$ cat config.mk
export PLATFORM = sky130hd
export DESIGN_NAME = fsm_serial_tx_flat
export DESIGN_NICKNAME = d
export VERILOG_FILES = /design/src/rtl/fsm_pkg.sv /design/src/rtl/fsm_serial_tx_if.sv /design/src/rtl/ones_mod4_tracker.sv /design/src/rtl/fsm_serial_tx.sv /design/src/flat_wrapper.sv
export SDC_FILE = /design/constraint.sdc
export NUM_CORES = 1
export LEC_CHECK = 0
export CORE_UTILIZATION = 49
export CTS_CLUSTER_DIAMETER = 60
export DETAILED_ROUTE_END_ITERATION = 10
export PLACE_DENSITY = 0.76
export SYNTH_ARGS = -nofsm -noshare
export SYNTH_HDL_FRONTEND = slang
export SYNTH_HIERARCHICAL = 1
export SYNTH_SLANG_ARGS = --single-unit
$ cat constraint.sdc
create_clock -name clk -period 2 [get_ports clk]
set_clock_uncertainty 0.15 [all_clocks]
set_input_delay 0.3 -clock clk [delete_from_list [all_inputs] [get_ports clk]]
set_output_delay 0.3 -clock clk [all_outputs]
set_load 0.03 [all_outputs]
$ cat src/rtl/fsm_pkg.sv
// Shared definitions for the serial transmitter and the ones-counting detector models.
package fsm_pkg;
  localparam logic [3:0] TX_IDLE  = 4'b0001;
  localparam logic [3:0] TX_SHIFT = 4'b0010;
  localparam logic [3:0] TX_PAR   = 4'b0100;
  localparam logic [3:0] TX_GAP   = 4'b1000;

  typedef enum logic [3:0] {
    S_IDLE  = TX_IDLE,
    S_SHIFT = TX_SHIFT,
    S_PAR   = TX_PAR,
    S_GAP   = TX_GAP
  } tx_state_e;

  typedef logic [1:0] ones_cnt_t;

  localparam int ONES_PER_FLAG = 4;
endpackage

$ cat src/rtl/fsm_serial_tx_if.sv
// Word handshake into the serial transmitter.
interface fsm_serial_tx_if #(parameter int WIDTH = 8);
  logic             in_valid;
  logic [WIDTH-1:0] in_data;
  logic             in_ready;

  modport master (output in_valid, output in_data, input in_ready);
  modport slave  (input in_valid, input in_data, output in_ready);
endinterface

$ cat src/rtl/ones_mod4_tracker.sv
// Mod-4 ones counter watching the serial line; pulses flag_exp one cycle after every 4th one.
module ones_mod4_tracker
  import fsm_pkg::*;
(
  input  logic clk,
  input  logic rst,
  input  logic data,
  output logic flag_exp
);
  ones_cnt_t cnt_q, cnt_d;
  logic      flag_q, flag_d;

  // Wraps 3->0 on the 4th one, same as the detector's s3->s0 step.
  always_comb begin
    cnt_d  = cnt_q;
    flag_d = 1'b0;
    if (data) begin
      cnt_d  = cnt_q + 2'd1;
      flag_d = (cnt_q == ones_cnt_t'(ONES_PER_FLAG - 1));
    end
  end

  always_ff @(posedge clk or negedge rst) begin
    if (!rst) begin
      cnt_q  <= '0;
      flag_q <= 1'b0;
    end else begin
      cnt_q  <= cnt_d;
      flag_q <= flag_d;
    end
  end

  assign flag_exp = flag_q;
endmodule

$ cat src/rtl/fsm_serial_tx.sv
// MSB-first serial transmitter with optional even-parity bit (FSM_TX_PARITY_EN) and
// forced idle gap; carries a ones-count model that predicts the detector's flag.
module fsm_serial_tx
  import fsm_pkg::*;
#(
  parameter int WIDTH = 8,
  parameter int GAP   = 0
) (
  input  logic            clk,
  input  logic            rst,
  fsm_serial_tx_if.slave  tx,
  output logic            data,
  output logic            busy,
  output logic            flag_exp
);
  localparam int CW = (WIDTH > 1) ? $clog2(WIDTH) : 1;

  tx_state_e        state_q, state_d;
  logic [WIDTH-1:0] sreg_q, sreg_d;
  logic [CW-1:0]    bcnt_q, bcnt_d;
  logic [3:0]       gcnt_q, gcnt_d;
  logic             data_q, data_d;
`ifdef FSM_TX_PARITY_EN
  logic             par_q, par_d;
`endif

  // The MSB goes out on the accept edge, so the register holds the remaining bits.
  always_comb begin
    state_d = state_q;
    sreg_d  = sreg_q;
    bcnt_d  = bcnt_q;
    gcnt_d  = gcnt_q;
    data_d  = 1'b0;
`ifdef FSM_TX_PARITY_EN
    par_d   = par_q;
`endif
    unique case (state_q)
      S_IDLE: begin
        if (tx.in_valid) begin
          data_d  = tx.in_data[WIDTH-1];
          sreg_d  = tx.in_data << 1;
          bcnt_d  = CW'(WIDTH - 1);
          state_d = S_SHIFT;
`ifdef FSM_TX_PARITY_EN
          par_d   = ^tx.in_data;
`endif
        end
      end
      S_SHIFT: begin
        if (bcnt_q != '0) begin
          data_d = sreg_q[WIDTH-1];
          sreg_d = sreg_q << 1;
          bcnt_d = bcnt_q - 1'b1;
        end else begin
`ifdef FSM_TX_PARITY_EN
          data_d  = par_q;
          state_d = S_PAR;
`else
          if (GAP > 0) begin
            state_d = S_GAP;
            gcnt_d  = 4'(GAP - 1);
          end else begin
            state_d = S_IDLE;
          end
`endif
        end
      end
`ifdef FSM_TX_PARITY_EN
      S_PAR: begin
        if (GAP > 0) begin
          state_d = S_GAP;
          gcnt_d  = 4'(GAP - 1);
        end else begin
          state_d = S_IDLE;
        end
      end
`endif
      S_GAP: begin
        if (gcnt_q == 4'd0) state_d = S_IDLE;
        else                gcnt_d  = gcnt_q - 4'd1;
      end
      default: state_d = S_IDLE;
    endcase
  end

  always_ff @(posedge clk or negedge rst) begin
    if (!rst) begin
      state_q <= S_IDLE;
      sreg_q  <= '0;
      bcnt_q  <= '0;
      gcnt_q  <= '0;
      data_q  <= 1'b0;
`ifdef FSM_TX_PARITY_EN
      par_q   <= 1'b0;
`endif
    end else begin
      state_q <= state_d;
      sreg_q  <= sreg_d;
      bcnt_q  <= bcnt_d;
      gcnt_q  <= gcnt_d;
      data_q  <= data_d;
`ifdef FSM_TX_PARITY_EN
      par_q   <= par_d;
`endif
    end
  end

  assign tx.in_ready = (state_q == S_IDLE);
  assign busy        = (state_q != S_IDLE);
  assign data        = data_q;

  ones_mod4_tracker u_trk (
    .clk      (clk),
    .rst      (rst),
    .data     (data_q),
    .flag_exp (flag_exp)
  );
endmodule

$ cat src/flat_wrapper.sv
// flat-port wrapper written by rule: the top's interface ports become plain ports
module fsm_serial_tx_flat import fsm_pkg::*;
#(
  parameter int WIDTH = 8,
  parameter int GAP   = 0
)
  (clk, rst, data, busy, flag_exp, tx_in_valid, tx_in_data, tx_in_ready);
  fsm_serial_tx_if #(.WIDTH(WIDTH)) tx_i ();
  input  logic clk;
  input  logic rst;
  output logic data;
  output logic busy;
  output logic flag_exp;
  input wire logic [$bits(tx_i.in_valid)-1:0] tx_in_valid;
  input wire logic [$bits(tx_i.in_data)-1:0] tx_in_data;
  output wire logic [$bits(tx_i.in_ready)-1:0] tx_in_ready;
  assign tx_i.in_valid = tx_in_valid;
  assign tx_i.in_data = tx_in_data;
  assign tx_in_ready = tx_i.in_ready;
  fsm_serial_tx #(.WIDTH(WIDTH), .GAP(GAP)) u_core (.clk(clk), .rst(rst), .tx(tx_i), .data(data), .busy(busy), .flag_exp(flag_exp));
endmodule
Yosys cells after proc, flatten, opt, wreduce, memory -nomap -nowiden:

Cells that the tools add are included.

* register bits after elaboration: 23
* output and inout bits: 4
* word-level logic and storage cells: 40

* $add $sub $neg: 3
* eq/ne operators: 9
* mux-type cells: 14
* bitwise operators: 1
* reductions and logical operators: 6

Operator list (number)
* two-way mux 8 bit: 2
* one-hot mux 8 bit (2 select lines): 1
* two-way mux 4 bit: 3
* one-hot mux 4 bit (3 select lines): 1
* two-way mux 3 bit: 2
* one-hot mux 3 bit (2 select lines): 1
* AND reduction 3 bit: 2
* equality test 4 x 1 -> 1 bit, second input constant: 1
* equality test 4 x 2 -> 1 bit, second input constant: 1
* equality test 4 bit, second input constant: 1
* logical NOT 4 bit: 1
* != test 2 x 1 -> 1 bit, second input constant: 2
* != test 2 bit, second input constant: 2
* != test 4 x 1 -> 1 bit, second input constant: 1
* subtractor 4 x 1 -> 4 bit, second input constant: 1
* two-way mux 1 bit: 3
* nonzero test 3 bit: 1
* subtractor 3 x 1 -> 3 bit, second input constant: 1
* adder 2 x 1 -> 2 bit, second input constant: 1
* equality test 2 bit, second input constant: 1
* one-hot mux 1 bit (2 select lines): 1
* AND reduction 2 bit: 1
* nonzero test 2 bit: 1
* inverter 1 bit: 1

Logic depth before layout (Yosys ltp):

* word-level depth: 3
* depth in mapped cells: 6

Modules after synthesis:

Netlist, hierarchy kept.

By module, submodules not included
* fsm_serial_tx: instances 1, cells each 55, area each 671.9 um^2, sequential area each 326.6 um^2
* ones_mod4_tracker: instances 1, cells each 7, area each 118.9 um^2, sequential area each 75.1 um^2

Least setup slack after synthesis:

OpenSTA, ideal clock, no wires.

* path kind: register -> register
* start: register u_core.state_q[0]
* end: register u_core.bcnt_q[0]
* setup time: 0.125 ns
* arrival: 1.852 ns
* required time: 1.725 ns
* path slack: -0.127 ns
* cell stages (with the launch flop): 5
* buffers on the path: 0
* clock period less this slack: 2.127 ns
* cell sequence: dfstp_2 > ha_1 > nor2_1 > a211oi_4 > mux2_2

* cells in the longest elaborated chain, start to end: 3

Ends and longest elaborated chain
* start: declaration: line fsm_serial_tx.sv:18 `tx_state_e state_q, state_d;`
* start signal: assignment: line fsm_serial_tx.sv:97 `state_q <= state_d;`
* equality test 4 x 1 -> 1 bit *
* via tx_in_ready: line flat_wrapper.sv:16 `output wire logic [$bits(tx_i.in_ready)-1:0] tx_in_ready;`
* != test 2 bit (no line) or nonzero test 2 bit (tied branches)
* AND reduction 3 bit (no line)
* end signal: assignment: line fsm_serial_tx.sv:99 `bcnt_q <= bcnt_d;`
* end: declaration: line fsm_serial_tx.sv:20 `logic [CW-1:0] bcnt_q, bcnt_d;`

Mark *: on every way through the listed nets, which the timed path passes. The rest lies on a longest branch.
A chain may end at the register's enable or synchronous reset.

Worst setup path after layout:

* start: register u_core.state_q[0]
* end: output port tx_in_ready

* cells in the longest elaborated chain, start to end: 1

Ends and longest elaborated chain
* equality test 4 x 1 -> 1 bit: line fsm_serial_tx.sv:108 `assign tx.in_ready = (state_q == S_IDLE);`
* end: declaration: line flat_wrapper.sv:16

No other way between the ends.

==> impl_metrics.json <==
{
  "io_buffers": 14,
  "wl_per_cell_um": 13.0,
  "clockBufferDepth": 2,
  "gp_congestion": 0.734,
  "p_leak_uw": 0.000473,
  "cts_buffers": 3,
  "cap_violations": 0,
  "netlist.area_leader.share": 0.475,
  "drt_iter0_markers": 0,
  "h-tree-depth": 1,
  "cp-end-kind": "output pin",
  "syn_area_per_cell_um2": 12.8,
  "tightest_slew_ns": 0.298,
  "yosys_warnings": 6,
  "timing.final.hold_violations": 0,
  "syn_inst": 62,
  "drc": 0,
  "grt.total_usage": 0.174,
  "period_share": 0.967,
  "cpPeakStageDelay_ns": 0.56,
  "vias": 514,
  "nNetsFinal": 99,
  "dp_hpwl_um": 928,
  "fmax_mhz": 517,
  "io_pins": 15,
  "synth.area.top_cells": "dfrtp_1 (47%), mux2_2 (21%), ha_1 (7.9%), dfstp_2 (3.3%), inv_1 (3.3%)",
  "antenna_left": 0,
  "drive_above_1_share": 0.329,
  "grt_pass1_vias": 554,
  "peakVddDrop_v": 0.000801,
  "area_delta_synth_final_pct": 28.8,
  "whs_ns": 0.187,
  "yosysSeqAreaShare": 0.508,
  "r2r_start": "u_core/state_q[0]$_DFFE_PN1P_",
  "totalWireLength_um": 1280,
  "fill_cells": 127,
  "status": "finished, final reports clean",
  "hold_class": "in2async",
  "dr.pass1.iters": 1,
  "setup.worst_path.class": "reg2out",
  "grt_pass1_wl_um": 2310,
  "setup_tns_ns": 0,
  "final_cell_mix": "mux2_2 (15), dfrtp_1 (15), clkdlybuf4s50_1 (12)",
  "power_frac_clock": 0.145,
  "ys_ff_latch": 16,
  "place_inst": 94,
  "viasPerCell": 5.24,
  "syn-cell-area_um2": 791,
  "power_switching_uw": 485,
  "report.final.slew_viol_count": 0,
  "dieHeight_um": 42.2,
  "grt_max_degree": 17,
  "die_w_um": 42.2,
  "cp-start-kind": "flop",
  "core-area_um2": 1510,
  "r2r_cells": 5,
  "netlist-cell-type-count": 19,
  "p_int_uw": 950,
  "period_needed_ns": 1.93,
  "rsz0062_at_grt": "no",
  "path_clk_slew_ns": 0.09,
  "rows": 14,
  "insertion_delay_ns": 0.28,
  "switching_share": 0.338,
  "syn_nets": 78,
  "p_seq_frac": 0.369,
  "powerDensity_nw_per_um2": 1410,
  "crit_path_cell_trace": "ha_2 > dlygate4sd2_1",
  "cp_data_arrival_time_ns": 1.48,
  "initial_core_util": 0.525,
  "cp_max_fo": 7,
  "setup_viol": 0,
  "r2r_end": "u_core/bcnt_q[2]$_DFFE_PN0P_",
  "cts_sinks": 16,
  "fin_cells": 98,
  "antenna_found_initial": 0,
  "cts_root_buf": "clkbuf_4",
  "critical_path_required_ns": 1.55,
  "grt_overflow": 0,
  "cts_tree": "built",
  "pwr-share-comb": 0.486,
  "ff2ff_setup_slack_ns": 0.11,
  "max_slew_margin": 0.801,
  "dieArea_um2": 1780,
  "n_antenna_cell": 0,
  "slowest_stage": "dfstp_2",
  "yosys.area.top_type": "dfrtp_1"
}
synthesized netlist by cell type:
library cell	count
nand4b_1	1
mux2_2	15
dfrtp_1	15
inv_1	7
xor2_1	1
and2_2	1
nand2b_1	1
ha_1	5
dfstp_2	1
nor2b_1	2
a211oi_4	1
a21o_1	1
a21oi_1	1
a32oi_1	1
nand2_1	3
nor2_1	3
mux2_4	1
o21ai_0	1
clkbuf_1	1
cell type report:
cell class              instances  area [um2]  area share
well taps                      16        20.0      0.0197
inverters                       7        26.3      0.0258
multi-input cells              38         362       0.355
flip-flops and latches         16         402       0.394
clock buffers                   4        36.3      0.0356
repair buffers                 17         173       0.170
worst max-delay path, delay by kind of cell (launching register included):
| kind | cells | cell delay [ns] |
|---|---|---|
| fa+ha+maj | 1 | 0.24 |
| flops | 1 | 0.56 |
| buf+inv | 1 | 0.41 |
cells by family (layout without fill, tap and decap cells):
logic type | count (synthesis) | in the layout | synth area share
multiplexers | 16 | 16 | 0.233
flip-flops | 16 | 16 | 0.508
AND/OR/NAND/NOR | 11 | 11 | 0.0728
buffers and inverters | 8 | 28 | 0.0380
adder cells (fa/ha/maj) | 5 | 5 | 0.0791
AO/OA/AOI/OAI | 5 | 5 | 0.0585
XOR/XNOR | 1 | 1 | 0.0111
power by group through the flow:
stage	sequential [uW]	combinational [uW]	clock, uW
after global placement	529	700	0
after global routing	548	757	235
after CTS	530	707	216
after detailed placement	538	722	0
after floorplan	537	470	0
final	530	697	208
state kept, by name (all words and copies together) (netlist names):
name and cells:
u_core/u_trk/cnt_q 2, u_core/sreg_q 7, u_core/state_q 2, u_core/u_trk/flag_exp 1, u_core/data 1, u_core/bcnt_q 3
worst max path at each step:
stage	from	to	slack (ns)	cells after the start
after floorplan	u_core/state_q[0]$_DFFE_PN1P_	u_core/bcnt_q[0]$_DFFE_PN0P_	0.005	4
after global placement	u_core/state_q[0]$_DFFE_PN1P_	tx_in_ready	0.13	2
after detailed placement	tx_in_valid	u_core/bcnt_q[2]$_DFFE_PN0P_	0.1	5
after CTS	u_core/state_q[0]$_DFFE_PN1P_	tx_in_ready	0.06	2
after global routing	u_core/state_q[0]$_DFFE_PN1P_	busy	0.007	3
final	u_core/state_q[0]$_DFFE_PN1P_	tx_in_ready	0.07	2
metrics by stage:
stage                     power (uW)   util  setup slack [ns]  cell area, um2
after floorplan                 1010      -           0.00530             793
after global placement          1230  0.654             0.130             985
after detailed placement        1260  0.654            0.0993             985
after CTS                       1450  0.676            0.0599            1020
after global routing            1540  0.676           0.00720            1020
final                           1430  0.676            0.0656            1020
routing by layer:
metal  GRT usage  up-vias  routed length (um)
li1            -      248                   -
met1       0.203      248                 566
met2       0.302       14                 627
met3      0.0431        4                  54
met4      0.0750        0                  27
met5           0        -                   0
what timing repair did:
| action | in CTS | in global routing |
|---|---|---|
| endpoints found under the setup margin | 2 | 0 |
| gates resized for setup | 2 | 0 |
| buffers inserted | 0 | 0 |
| hold buffers | 0 | 0 |
Power figures use the tool's default switching activity.
